$ cat config.mk
export PLATFORM = sky130hd
export DESIGN_NAME = ext_mem_wb_bridge
export DESIGN_NICKNAME = d
export VERILOG_FILES = /design/src/rtl/ext_mem_wb_bridge.sv
export SDC_FILE = /design/constraint.sdc
export NUM_CORES = 1
export LEC_CHECK = 0
export ABC_AREA = 1
export CORE_ASPECT_RATIO = 1.2
export CORE_MARGIN = 3
export CORE_UTILIZATION = 38
export CTS_BUF_LIST = sky130_fd_sc_hd__clkbuf_16
export CTS_CLUSTER_DIAMETER = 150
export DETAILED_ROUTE_END_ITERATION = 7
export HOLD_SLACK_MARGIN = 0.1
export PLACE_DENSITY = 0.87
export SLEW_MARGIN = 20
export SYNTH_ARGS = -nofsm -noshare
export SYNTH_HDL_FRONTEND = slang
export SYNTH_SLANG_ARGS = --single-unit
$ cat constraint.sdc
create_clock -name clk -period 4.26 [get_ports clk]
set_clock_uncertainty 0.05 [all_clocks]
set_input_delay 0.852 -clock clk [delete_from_list [all_inputs] [get_ports clk]]
set_output_delay 0.852 -clock clk [all_outputs]
set_load 0.1 [all_outputs]
$ cat src/rtl/ext_mem_wb_bridge.sv
// Registered Wishbone-classic bridge with a timeout watchdog and fault statistics; `EXT_BRIDGE_POSTED_WR_EN enables posted writes.
// Latency: request sampled cycle 0, m_stb_o cycle 1, s_ack_o/s_err_o one cycle after m_ack_i/m_err_i/timeout.
// Backpressure: one access in flight; a new request is only accepted once the bridge is back in IDLE.
module ext_mem_wb_bridge #(
  parameter int ADDR_W         = 32,
  parameter int DATA_W         = 32,
  parameter int TIMEOUT_CYCLES = 256,
  parameter int TCNT_W         = 8
) (
  input  logic                  clk,
  input  logic                  rst,
  input  logic [ADDR_W-1:0]     s_adr_i,
  input  logic [DATA_W-1:0]     s_dat_i,
  output logic [DATA_W-1:0]     s_dat_o,
  input  logic                  s_we_i,
  input  logic [DATA_W/8-1:0]   s_sel_i,
  input  logic                  s_cyc_i,
  input  logic                  s_stb_i,
  output logic                  s_ack_o,
  output logic                  s_err_o,
  output logic [ADDR_W-1:0]     m_adr_o,
  output logic [DATA_W-1:0]     m_dat_o,
  output logic                  m_we_o,
  output logic [DATA_W/8-1:0]   m_sel_o,
  output logic                  m_cyc_o,
  output logic                  m_stb_o,
  input  logic [DATA_W-1:0]     m_dat_i,
  input  logic                  m_ack_i,
  input  logic                  m_err_i,
  input  logic                  stat_clr_i,
  output logic                  busy_o,
  output logic                  timeout_flag_o,
  output logic [TCNT_W-1:0]     timeout_cnt_o,
  output logic                  posted_err_o
);

  localparam int TMR_W = $clog2(TIMEOUT_CYCLES);
  localparam logic [TMR_W-1:0] TMR_LAST = TMR_W'(TIMEOUT_CYCLES - 1);

  typedef enum logic [1:0] {
    IDLE   = 2'd0,
    ACCESS = 2'd1,
    RESP   = 2'd2
  } state_t;

  state_t            state_q;
  state_t            state_d;
  logic [TMR_W-1:0]  timer_q;
  logic              abort_q;
  logic              posted_q;
  logic              accept;
  logic              dn_ack;
  logic              dn_err;
  logic              tmo;
  logic              done;
  logic              resp_ok;
  logic [TCNT_W-1:0] cnt_base;

  always_ff @(posedge clk or posedge rst) begin
    if (rst) begin
      state_q <= IDLE;
    end else begin
      state_q <= state_d;
    end
  end

  always_comb begin
    state_d = state_q;
    accept  = 1'b0;
    dn_ack  = 1'b0;
    dn_err  = 1'b0;
    tmo     = 1'b0;
    done    = 1'b0;
    case (state_q)
      IDLE: begin
        if (s_cyc_i && s_stb_i) begin
          accept  = 1'b1;
          state_d = ACCESS;
        end
      end
      ACCESS: begin
        // Error beats a simultaneous ack; the watchdog only fires when the slave is silent.
        if (m_err_i) begin
          dn_err = 1'b1;
        end else if (m_ack_i) begin
          dn_ack = 1'b1;
        end else if (timer_q == TMR_LAST) begin
          tmo = 1'b1;
        end
        done = dn_err | dn_ack | tmo;
        if (done) begin
          state_d = posted_q ? IDLE : RESP;
        end
      end
      RESP: begin
        state_d = IDLE;
      end
      default: begin
        state_d = IDLE;
      end
    endcase
  end

  // An upstream that dropped cyc at any point of the access gets no response pulse.
  assign resp_ok  = done && !posted_q && !abort_q && s_cyc_i;
  assign cnt_base = stat_clr_i ? '0 : timeout_cnt_o;
  assign busy_o   = (state_q != IDLE);

  always_ff @(posedge clk or posedge rst) begin
    if (rst) begin
      timer_q <= '0;
      abort_q <= 1'b0;
      m_adr_o <= '0;
      m_dat_o <= '0;
      m_we_o  <= 1'b0;
      m_sel_o <= '0;
      m_cyc_o <= 1'b0;
      m_stb_o <= 1'b0;
      s_dat_o <= '0;
      s_ack_o <= 1'b0;
      s_err_o <= 1'b0;
    end else begin
      s_ack_o <= 1'b0;
      s_err_o <= 1'b0;
      if (accept) begin
        m_adr_o <= s_adr_i;
        m_dat_o <= s_dat_i;
        m_we_o  <= s_we_i;
        m_sel_o <= s_sel_i;
        m_cyc_o <= 1'b1;
        m_stb_o <= 1'b1;
        timer_q <= '0;
        abort_q <= 1'b0;
`ifdef EXT_BRIDGE_POSTED_WR_EN
        if (s_we_i) begin
          s_ack_o <= 1'b1;
        end
`endif
      end
      if (state_q == ACCESS) begin
        timer_q <= timer_q + 1'b1;
        if (!s_cyc_i) begin
          abort_q <= 1'b1;
        end
        if (done) begin
          m_cyc_o <= 1'b0;
          m_stb_o <= 1'b0;
        end
        if (dn_ack && !m_we_o) begin
          s_dat_o <= m_dat_i;
        end
        if (resp_ok) begin
          s_ack_o <= dn_ack;
          s_err_o <= dn_err | tmo;
        end
      end
    end
  end

  // A timeout in the same cycle as a clear counts as the first event after the clear.
  always_ff @(posedge clk or posedge rst) begin
    if (rst) begin
      timeout_flag_o <= 1'b0;
      timeout_cnt_o  <= '0;
    end else begin
      if (stat_clr_i) begin
        timeout_flag_o <= 1'b0;
        timeout_cnt_o  <= '0;
      end
      if (tmo) begin
        timeout_flag_o <= 1'b1;
        timeout_cnt_o  <= (&cnt_base) ? cnt_base : cnt_base + 1'b1;
      end
    end
  end

`ifdef EXT_BRIDGE_POSTED_WR_EN
  always_ff @(posedge clk or posedge rst) begin
    if (rst) begin
      posted_q     <= 1'b0;
      posted_err_o <= 1'b0;
    end else begin
      if (accept) begin
        posted_q <= s_we_i;
      end else if (done) begin
        posted_q <= 1'b0;
      end
      if (stat_clr_i) begin
        posted_err_o <= 1'b0;
      end
      if (done && posted_q && (dn_err || tmo)) begin
        posted_err_o <= 1'b1;
      end
    end
  end
`else
  assign posted_q     = 1'b0;
  assign posted_err_o = 1'b0;
`endif

endmodule
# Yosys cells after proc, flatten, opt, wreduce, memory -nomap -nowiden
# Index checks and enable logic that the tools add are counted.
[classes]
bitwise = 3
reduce_logical = 13
addsub = 2
eq_ne = 4
muxes = 38
[ops]
columns = ["op", "count"]
rows = [
  ["8-bit 2-to-1 mux", 5],
  ["1-bit 2-to-1 mux", 30],
  ["8-bit by 1-bit adder with 8-bit output (second input constant)", 2],
  ["8-bit == test (second input constant)", 1],
  ["8-bit AND reduction", 1],
  ["2-bit nonzero test", 3],
  ["1-bit logical AND", 4],
  ["2-bit 2-to-1 mux", 2],
  ["2-bit inequality test (second input constant)", 2],
  ["2-bit case mux with 2 select lines", 1],
  ["2-bit AND reduction", 2],
  ["1-bit bitwise OR", 3],
  ["2-bit by 1-bit == test with 1-bit output (second input constant)", 1],
  ["1-bit zero test", 2],
  ["2-bit zero test", 1],
]
[word_totals]
elab_cells = 74
reg_bits = 125
in_bits = 108

# Logic depth before layout (Yosys ltp)
[logic_depth]
depth_word = 11
ltp_mapped = 10
depth_no_buf = 10

# Worst setup path after synthesis
# No wires, ideal clock.
[synth_timing]
path_kind = "register -> register"
start = "reg timeout_cnt_o[0]"
end = "reg timeout_cnt_o[6]"
arrival_ns = 1.956
path_stages_with_launch = 10
setup_slack_ns = 2.128
path_buffers = 0
period_less_slack_ns = 2.132
required_time_ns = 4.084
path_cell_list = "dfrtp_1 -> nand2_1 -> inv_1 -> ha_1 -> nand2_1 -> nor2_2 -> and2_1 -> nand2_2 -> nand2_1 -> o21ai_2"
[synth_between]
elab_chain_cells = 4
elab_cells_between_ends = 5
[synth_rtl]
columns = ["element", "line", "text"]
rows = [
  ["start: declaration", "33", "output logic [TCNT_W-1:0] timeout_cnt_o,"],
  ["start signal: assignment", "172", "timeout_cnt_o <= (&cnt_base) ? cnt_base : cnt_base + 1'b1;"],
  ["8-bit 2-to-1 mux *", "106", "assign cnt_base = stat_clr_i ? '0 : timeout_cnt_o;"],
  ["8-bit by 1-bit adder with 8-bit output or 8-bit AND reduction (tied branches)", "172", ""],
  ["8-bit 2-to-1 mux *", "172", ""],
  ["8-bit 2-to-1 mux *", "170", "if (tmo) begin"],
]
# Mark *: on every way between the ends. The rest lies on a longest branch, timed or not.
# A chain may end at the register's enable or synchronous reset.

# Final worst setup path
[layout_timing]
start = "reg state_q[0]"
end = "out busy_o"
[layout_between]
elab_chain_cells = 1
[layout_rtl]
columns = ["element", "line", "text"]
rows = [
  ["start: declaration", "46", "state_t state_q;"],
  ["start signal: assignment", "63", "state_q <= state_d;"],
  ["2-bit nonzero test", "107", "assign busy_o = (state_q != IDLE);"],
  ["end: declaration", "31", "output logic busy_o,"],
]
# Every way passes these cells.

==> metrics.yaml <==
synthesis:
  ys_async_sr_fraction: 1.00
  synth_top_area_frac: 0.602
  synth_nets: 712
  synthTopCellsByArea: "dfrtp_1 60%, nand2_1 23%, nand3_1 4.9%"
  ys_seq_area_frac: 0.602
  yosys_most_used_dff: "dfrtp_1"
  syn_area_um2: 5190
  synth_cells: 602
  yosysMostFrequentCell: "nand2_1"
  ys_seq_elements: 125
  yosys_warnings: 0
  syn_area_per_cell_um2: 8.63
  synth_edf_count: 0
  synth_common_cells: "313 x nand2_1, 125 x dfrtp_1, 51 x nand3_1, 21 x buf_2, 21 x inv_1"
  synth_cell_types: 30
  synth.largest_area_cell: "dfrtp_1"
cts:
  numCtsBuffers: 17
  clockBufferDepth: 2
  ctsHtreeMaxLevel: 4
  post_cts_buffers: 0
  clkTransAtPathRegs_ns: 0.05
  clk_latency_ns: 0.40
  cts_tree: "done"
  holdBufCountCts: 0
  cts.sinks: 125
  root_buffer: "clkbuf_16"
  cts_resized: 0
power:
  ir_worst_vdd_uv: 467
  finalPower_w: 0.00613
  powerDensity_nw_per_um2: 753
  p_leak_nw: 3.99
worst_setup_path:
  crit_chain: "nor2_1 > inv_1 > clkdlybuf4s50_1"
  cp-end-kind: "output pin"
  cpPeakStageDelay_ns: 0.97
  crit_required_ns: 3.36
  startpoint_type: "flop"
  crit_slowest_cell: "clkdlybuf4s50_1"
  worstSetupPathType: "reg2out"
  worstPathArrival_ns: 2.10
  ff2ff_setup_slack_ns: 2.05
  crit_path_max_fanout: 2
sta:
  finalCritPeriodShare: 0.704
  hold_viol: 0
  maxSlewViolCount: 0
  worst_pin_slew_ns: 1.03
  setup_viol: 0
  whs_ns: 0.418
  grt_setup_unrepaired: "false"
  clock.fmax_ghz: 0.334
  slew_headroom: 0.312
  setup_tns_ns: 0
  finalCriticalPeriod_ns: 3.00
route:
  wl_per_cell_um: 13.6
  first_iter_violations: 318
  post_drt_via_cell_ratio: 4.61
  drtAntennaViolNets: 0
  drc_errors: 0
  drt_wl_total_mm: 13.6
  vias: 4630
  first_pass_iters: 5
die:
  start_util: 0.391
  die_x_um: 113
  fp.coreArea_um2: 13300
  ios: 224
  rows: 46
  fp.dieH_um: 134
  dieArea_um2: 15100
cells_and_area:
  final_layout_size_suffix_gt1_frac: 0.0753
  fin_nets: 934
  num_antenna_cells: 0
  final_cells: 1005
  area_growth_pct: 56.6
run:
  maxCapViolCount: 0
global_routing:
  grt_pass1_vias: 4563
  grt.total_usage: 0.182
  grt_pass1_wl_mm: 22.4
  antenna_found_initial: 0
  grt_max_degree: 76
  overflow: 0
worst_hold_path:
  hold_class: "reg2reg"
placement:
  io_buffers: 222
  dpl.hpwl_mm: 9.70
  dp.cells: 973
  gp_congestion: 0.825
outcome:
  status: "finished, final reports clean"
## area by class of cell
cell class | instances | area (um^2)
Tap cell | 168 | 210
Inverter | 26 | 101
Fill cell | 1114 | 5160
Clock buffer | 17 | 425
Clock inverter | 15 | 158
Timing Repair Buffer | 229 | 2270
Multi-Input combinational cell | 425 | 1840
Sequential cell | 125 | 3130
## final timing paths
path / start / endpoint / cells after the start
max: state_q[0] / busy_o / 3
min: s_dat_o[15] / s_dat_o[15] / 2
max reg2reg: state_q[1] / s_dat_o[27] / 7
min reg2reg: s_dat_o[15] / s_dat_o[15] / 2
max in group asynchronous: rst / s_dat_o[15] / 3
min in group asynchronous: rst / m_dat_o[20] / 2
## worst max-delay path, delay by kind of cell, from the launching register on
| kind | cells | cell delay, ns |
|---|---|---|
| flip-flops | 1 | 0.40 |
| buffers and inverters | 2 | 1.05 |
| AND/OR/NAND/NOR | 1 | 0.25 |
## per-layer routing
layer / global-route usage / part of all wire / vias up
li1: - / - / 2307
met2: 0.296 / 0.49 / 167
met1: 0.234 / 0.42 / 2146
met5: 0 / 0 / -
met4: 0.0534 / 0.011 / 0
met3: 0.0582 / 0.074 / 10
## kinds of logic after synthesis
| group | share of synthesized area |
|---|---|
| fa+ha+maj | 0.00482 |
| simple gates | 0.328 |
| other cells | 0.000722 |
| buf+inv | 0.0451 |
| flops | 0.602 |
| compound gates | 0.0188 |
## cell usage in the layout, fill, tap and decap left out, types with 2 or more instances in the layout
master	netlist	layout
buf_4	3	7
bufinv_16	0	3
clkbuf_16	0	17
clkdlybuf4s50_1	0	222
clkinv_2	1	5
clkinv_4	0	2
clkinvlp_4	0	2
dfrtp_1	125	125
ha_1	2	2
inv_1	21	23
inv_2	4	4
nand2_1	313	313
nand2_2	4	4
nand2_4	2	2
nand3_1	51	50
nand3_2	2	3
nand3_4	2	2
nor2_1	18	18
nor2_2	5	5
nor2_4	2	2
o21ai_0	9	9
o21ai_1	2	2
o21ai_2	2	2
o22ai_1	2	2
## registers in the layout, summed over array words and instances, names as in the netlist, 2 cells and up
register	cells
m_adr_o	32
m_dat_o	32
m_sel_o	4
s_dat_o	32
state_q	2
timeout_cnt_o	8
timer_q	8
## through the flow
stage,util,instance area [um^2],setup slack [ns]
final,0.612,8130,1.26
after floorplan,-,5190,0.0304
after detailed placement,0.568,7550,1.50
after global placement,0.568,7550,1.53
after CTS,0.612,8130,1.22
after global routing,0.612,8130,1.16
## power breakdown
group	internal, W	switching (W)
Combinational	0.000658	0.00240
Sequential	0.00148	0.000165
Clock	0.000908	0.000515
Total	0.00304	0.00308
(Power assumes the default switching activity.)
==> RTL change 1 (same settings) <==
Change the parameter `ADDR_W` from 32 to 16.
--- a/src/rtl/ext_mem_wb_bridge.sv
+++ b/src/rtl/ext_mem_wb_bridge.sv
@@ -3,5 +3,5 @@
 // Backpressure: one access in flight; a new request is only accepted once the bridge is back in IDLE.
 module ext_mem_wb_bridge #(
-  parameter int ADDR_W         = 32,
+  parameter int ADDR_W         = 16,
   parameter int DATA_W         = 32,
   parameter int TIMEOUT_CYCLES = 256,
Interface: changed (resized m_adr_o and s_adr_i); port bits go from 224 to 192. The function was not compared with the original's and may differ.
==> RTL change 1 against the unedited design <==
- sequential power is 13% lower
- global-route usage is 0.65 points higher
- first-iteration DRC count is 36% lower
- final cell count is 12% lower
- area after synthesis is 11% lower
- clock power is 35% lower
- via count is 10% lower
- wire length is 11% lower
- power is 18% lower
- non-clock buffer count is 36 lower
- worst setup slack better by 0.082 ns
- cell area is 15% lower
- sequential cell count is 16 lower
- largest cell class unchanged
==> RTL change 1: results <==
group,metric,value,unit
status,status,"finished, final reports clean",
grt,top_usage_layer,"met2",
sta,slew_headroom,33.0,%
drt,firstDrtPassIters,4,
grt,met2_usage,30.8,%
clock_network,clk-insertion-delay-late,0.34,ns
power_and_ir_drop,max-vdd-ir-drop,523,uV
grt,use_met1,23.5,%
sta,hold_viol,0,
synth,ys_types,24,
grt,grtUsageMet3,7.28,%
grt,grt_pass1_wl,20600,um
synth,ys.warnings.count,0,
cells_and_area,fill_cells,1035,
clock_network,htree_levels,3,
grt,grt.total_usage,18.9,%
cells_and_area,reg_top3,"m_dat_o (32), s_dat_o (32), m_adr_o (16)",
drt,dr.first_iter.drc_count,204,
cells_and_area,drive_gt1_share,4.96,%
cells_and_area,final_nets,815,
worst_setup_path,reg2reg_to,"s_dat_o[9]",
synth,synth_top_cells_by_count,"264 x nand2_1, 109 x dfrtp_1, 52 x nand3_1, 24 x inv_1, 21 x nor2_1",
worst_setup_path,rrSetupSlack,2.04,ns
synth,syn_nets,634,
worst_setup_path,arrival,2.01,ns
synth,synth_area_leaders,"dfrtp_1 59%, nand2_1 21%, nand3_1 5.6%, inv_1 2.0%, o21ai_0 1.7%",
drt,wl,12200,um
clock_network,clk_pin_slew,0.07,ns
power_and_ir_drop,power_leakage,3.34,nW
place,hpwlAfterDp,8630,um
drt,via_per_inst,4.71,
grt,grt_max_degree,60,
clock_network,cts_buffers,9,
synth,synth_seq_area_share,59.2,%
place,place_congestion,0.786,
place,port_buffers,190,
worst_setup_path,slowest_delay,1.14,ns
worst_setup_path,r2r_cells,6,
grt,grt_pass1_vias,4224,
==> RTL change 1: routing by layer <==
metal	up-vias	share of wire, %
li1	2030	-
met1	1946	42
met2	178	46
met3	9	9.9
met4	0	1.2
met5	-	0
==> RTL change 1: power by group <==
group / internal (mW) / switching [mW]
logic: 0.573 / 2.10
registers: 1.29 / 0.146
clock network: 0.568 / 0.362
==> RTL change 1: kinds of logic after synthesis <==
group	synth area share [%]
compound gates	2.06
simple gates	32.3
other cells	0.0814
fa+ha+maj	0.543
flops	59.2
buf+inv	5.62
xor+xnor	0.190
==> RTL change 1: worst min-delay path by stage <==
| stage | from | endpoint | slack, ns | cells after the start |
|---|---|---|---|---|
| final | s_dat_o[11] | s_dat_o[11] | 0.42 | 2 |
| after global routing | s_dat_o[23] | s_dat_o[23] | 0.44 | 2 |
| after CTS | s_dat_o[10] | s_dat_o[10] | 0.42 | 2 |
| after detailed placement | s_dat_o[10] | s_dat_o[10] | 0.41 | 2 |
| after global placement | s_dat_o[22] | s_dat_o[22] | 0.40 | 2 |
| after floorplan | abort_q | abort_q | 0.40 | 2 |
==> RTL change 1: cell type report <==
type	instances	area (um^2)	area share, %
Inverter	28	108	1.55
Clock buffer	9	225	3.25
Clock inverter	7	106	1.54
Timing Repair Buffer	193	1940	28.0
Multi-Input combinational cell	380	1620	23.4
Tap cell	157	196	2.84
Sequential cell	109	2730	39.4
==> RTL change 1: metrics by stage <==
stage	total power [mW]	cell area (um^2)	utilization (%)	cells	setup WS (ns)
floorplan	3.46	4610	-	540	0.484
finish	5.04	6920	59.0	883	1.34
global placement	4.11	6590	56.2	867	1.57
CTS	5.09	6920	59.0	883	1.30
detailed placement	4.14	6590	56.2	867	1.52
global route	5.25	6920	59.0	883	1.27
==> RTL change 1: tightest hold or removal path: cells and delay by family, from the launching register on <==
family / cells / cell delay (ns)
flops: 1 / 0.34
simple gates: 2 / 0.10
==> RTL change 2 (config.mk and constraints unchanged) <==
Without the edit above. Register the output `timeout_cnt_o` once more, without a reset; this adds one clock of latency there. The other outputs are not delayed to match.
--- a/src/rtl/ext_mem_wb_bridge.sv
+++ b/src/rtl/ext_mem_wb_bridge.sv
@@ -44,4 +44,6 @@
   } state_t;
 
+  logic [TCNT_W-1:0] timeout_cnt_s0;
+
   state_t            state_q;
   state_t            state_d;
@@ -104,5 +106,5 @@
   // An upstream that dropped cyc at any point of the access gets no response pulse.
   assign resp_ok  = done && !posted_q && !abort_q && s_cyc_i;
-  assign cnt_base = stat_clr_i ? '0 : timeout_cnt_o;
+  assign cnt_base = stat_clr_i ? '0 : timeout_cnt_s0;
   assign busy_o   = (state_q != IDLE);
 
@@ -162,13 +164,13 @@
     if (rst) begin
       timeout_flag_o <= 1'b0;
-      timeout_cnt_o  <= '0;
+      timeout_cnt_s0 <= '0;
     end else begin
       if (stat_clr_i) begin
         timeout_flag_o <= 1'b0;
-        timeout_cnt_o  <= '0;
+        timeout_cnt_s0 <= '0;
       end
       if (tmo) begin
         timeout_flag_o <= 1'b1;
-        timeout_cnt_o  <= (&cnt_base) ? cnt_base : cnt_base + 1'b1;
+        timeout_cnt_s0 <= (&cnt_base) ? cnt_base : cnt_base + 1'b1;
       end
     end
@@ -199,3 +201,7 @@
 `endif
 
+  always_ff @(posedge clk) begin
+    timeout_cnt_o <= timeout_cnt_s0;
+  end
+
 endmodule
Check against the original RTL: same outputs for any inputs over 10 cycles, from zero or initial values and one cycle with rst high; that may be too few to reach the edited logic, so the function may still have changed.
==> RTL change 2 against the unedited design <==
- cell area increased by 2.2%
- sequential share of layout area increased by 1.1 points
- wire length decreased by 1.5%
- worst setup slack improved by 0.076 ns
- non-clock buffer count decreased by 2
- area after synthesis increased by 4.1%
- sequential cell count increased by 8
- power increased by 2.1%
- critical endpoint unchanged
- highest routed layer unchanged
==> RTL change 2: results <==
group,metric,value,unit
power_and_ir_drop,max-vdd-ir-drop,373,uV
cells_and_area,final_nets,935,
place,place_congestion,0.846,
cells_and_area,drive_gt1_share,9.19,%
grt,grt_pass1_wl,22100,um
drt,wl,13400,um
worst_setup_path,r2r_cells,6,
grt,grt.total_usage,17.6,%
drt,dr.first_iter.drc_count,282,
synth,synth_area_leaders,"dfrtp_1 58%, nand2_1 20%, o21ai_2 5.2%, inv_1 3.7%, dfxtp_1 3.0%",
place,hpwlAfterDp,9430,um
worst_setup_path,arrival,2.02,ns
cells_and_area,fill_cells,1180,
worst_setup_path,reg2reg_to,"s_dat_o[5]",
drt,firstDrtPassIters,4,
grt,grt_pass1_vias,4692,
synth,synth_seq_area_share,60.8,%
status,status,"finished, final reports clean",
worst_setup_path,rrSetupSlack,2.21,ns
synth,async_flop_share,94.0,%
grt,grt_max_degree,77,
power_and_ir_drop,power_leakage,4.07,nW
synth,yosys.area_share.adder,0.463,%
synth,synth.area.mux_share,0,%
drt,via_per_inst,4.58,
synth,syn_nets,713,
worst_setup_path,slowest_delay,1.14,ns
synth,synth_compound_area_share,7.13,%
worst_setup_path,r2r_start,"state_q[1]",
sta,worstMarginPinSlew,1.02,ns
==> RTL change 2: cell types whose count changed in the layout (fill, tap and decap cells not counted), moves of 3 or more <==
cell     before  now
o21ai_2       2   32
nand2_2       4    1
nand3_1      50   18
buf_4         7    4
o21ai_0       9   14
dfxtp_1       0    8
inv_1        23   56
nand2_1     313  286
==> RTL change 2: layer usage <==
layer | global-route usage [%] | routed length, um
met1 | 21.0 | 5420
met2 | 29.3 | 6820
met3 | 6.90 | 1020
met4 | 5.35 | 190
met5 | 0 | 0
==> RTL change 2: cell families after synthesis <==
| group | count (synthesis) |
|---|---|
| AO/OA/AOI/OAI | 52 |
| adder cells (fa/ha/maj) | 2 |
| buffers and inverters | 80 |
| flip-flops | 133 |
| other | 1 |
| AND/OR/NAND/NOR | 335 |
==> RTL change 2: through the flow <==
step / util [%] / setup slack (ns) / instance area [um^2] / instances
after detailed placement: 55.7 / 1.62 / 7730 / 977
after CTS: 59.9 / 1.32 / 8310 / 1009
final: 59.9 / 1.34 / 8310 / 1009
after global placement: 55.7 / 1.63 / 7730 / 977
after global routing: 59.9 / 1.26 / 8310 / 1009
after floorplan: - / 0.0304 / 5410 / 603
==> RTL change 2: worst min-delay path by stage <==
stage                           start          endpoint  slack [ns]  cells past startpoint
global placement    timeout_cnt_s0[5]  timeout_cnt_o[5]        0.32                      0
floorplan           timeout_cnt_s0[4]  timeout_cnt_o[4]        0.30                      0
global route        timeout_cnt_s0[5]  timeout_cnt_o[5]        0.33                      0
finish              timeout_cnt_s0[5]  timeout_cnt_o[5]        0.32                      0
detailed placement  timeout_cnt_s0[5]  timeout_cnt_o[5]        0.31                      0
CTS                 timeout_cnt_s0[5]  timeout_cnt_o[5]        0.32                      0
==> RTL change 2: final cells by class <==
cell class                 instances  area (um^2)  share of cell area [%]
clock inverter                    15          151                    1.82
tap                              171          214                    2.57
clock buffer                      17          425                    5.12
multi-input combinational        390         1740                    21.0
timing repair buffer             227         2270                    27.3
inverter                          56          220                    2.65
sequential                       133         3290                    39.6
==> RTL change 2: where the power goes <==
| part | switching (mW) | internal, mW |
|---|---|---|
| combinational | 2.43 | 0.692 |
| clock | 0.518 | 0.903 |
| sequential | 0.161 | 1.55 |
==> RTL change 2: worst register-to-register path, stage by stage, from the launching register on <==
cell and delay (ns):
dfrtp_1 0.37, inv_1 0.05, nand2_1 0.27, or3_2 0.54, buf_4 0.36, nand2_1 0.21, o21ai_2 0.06
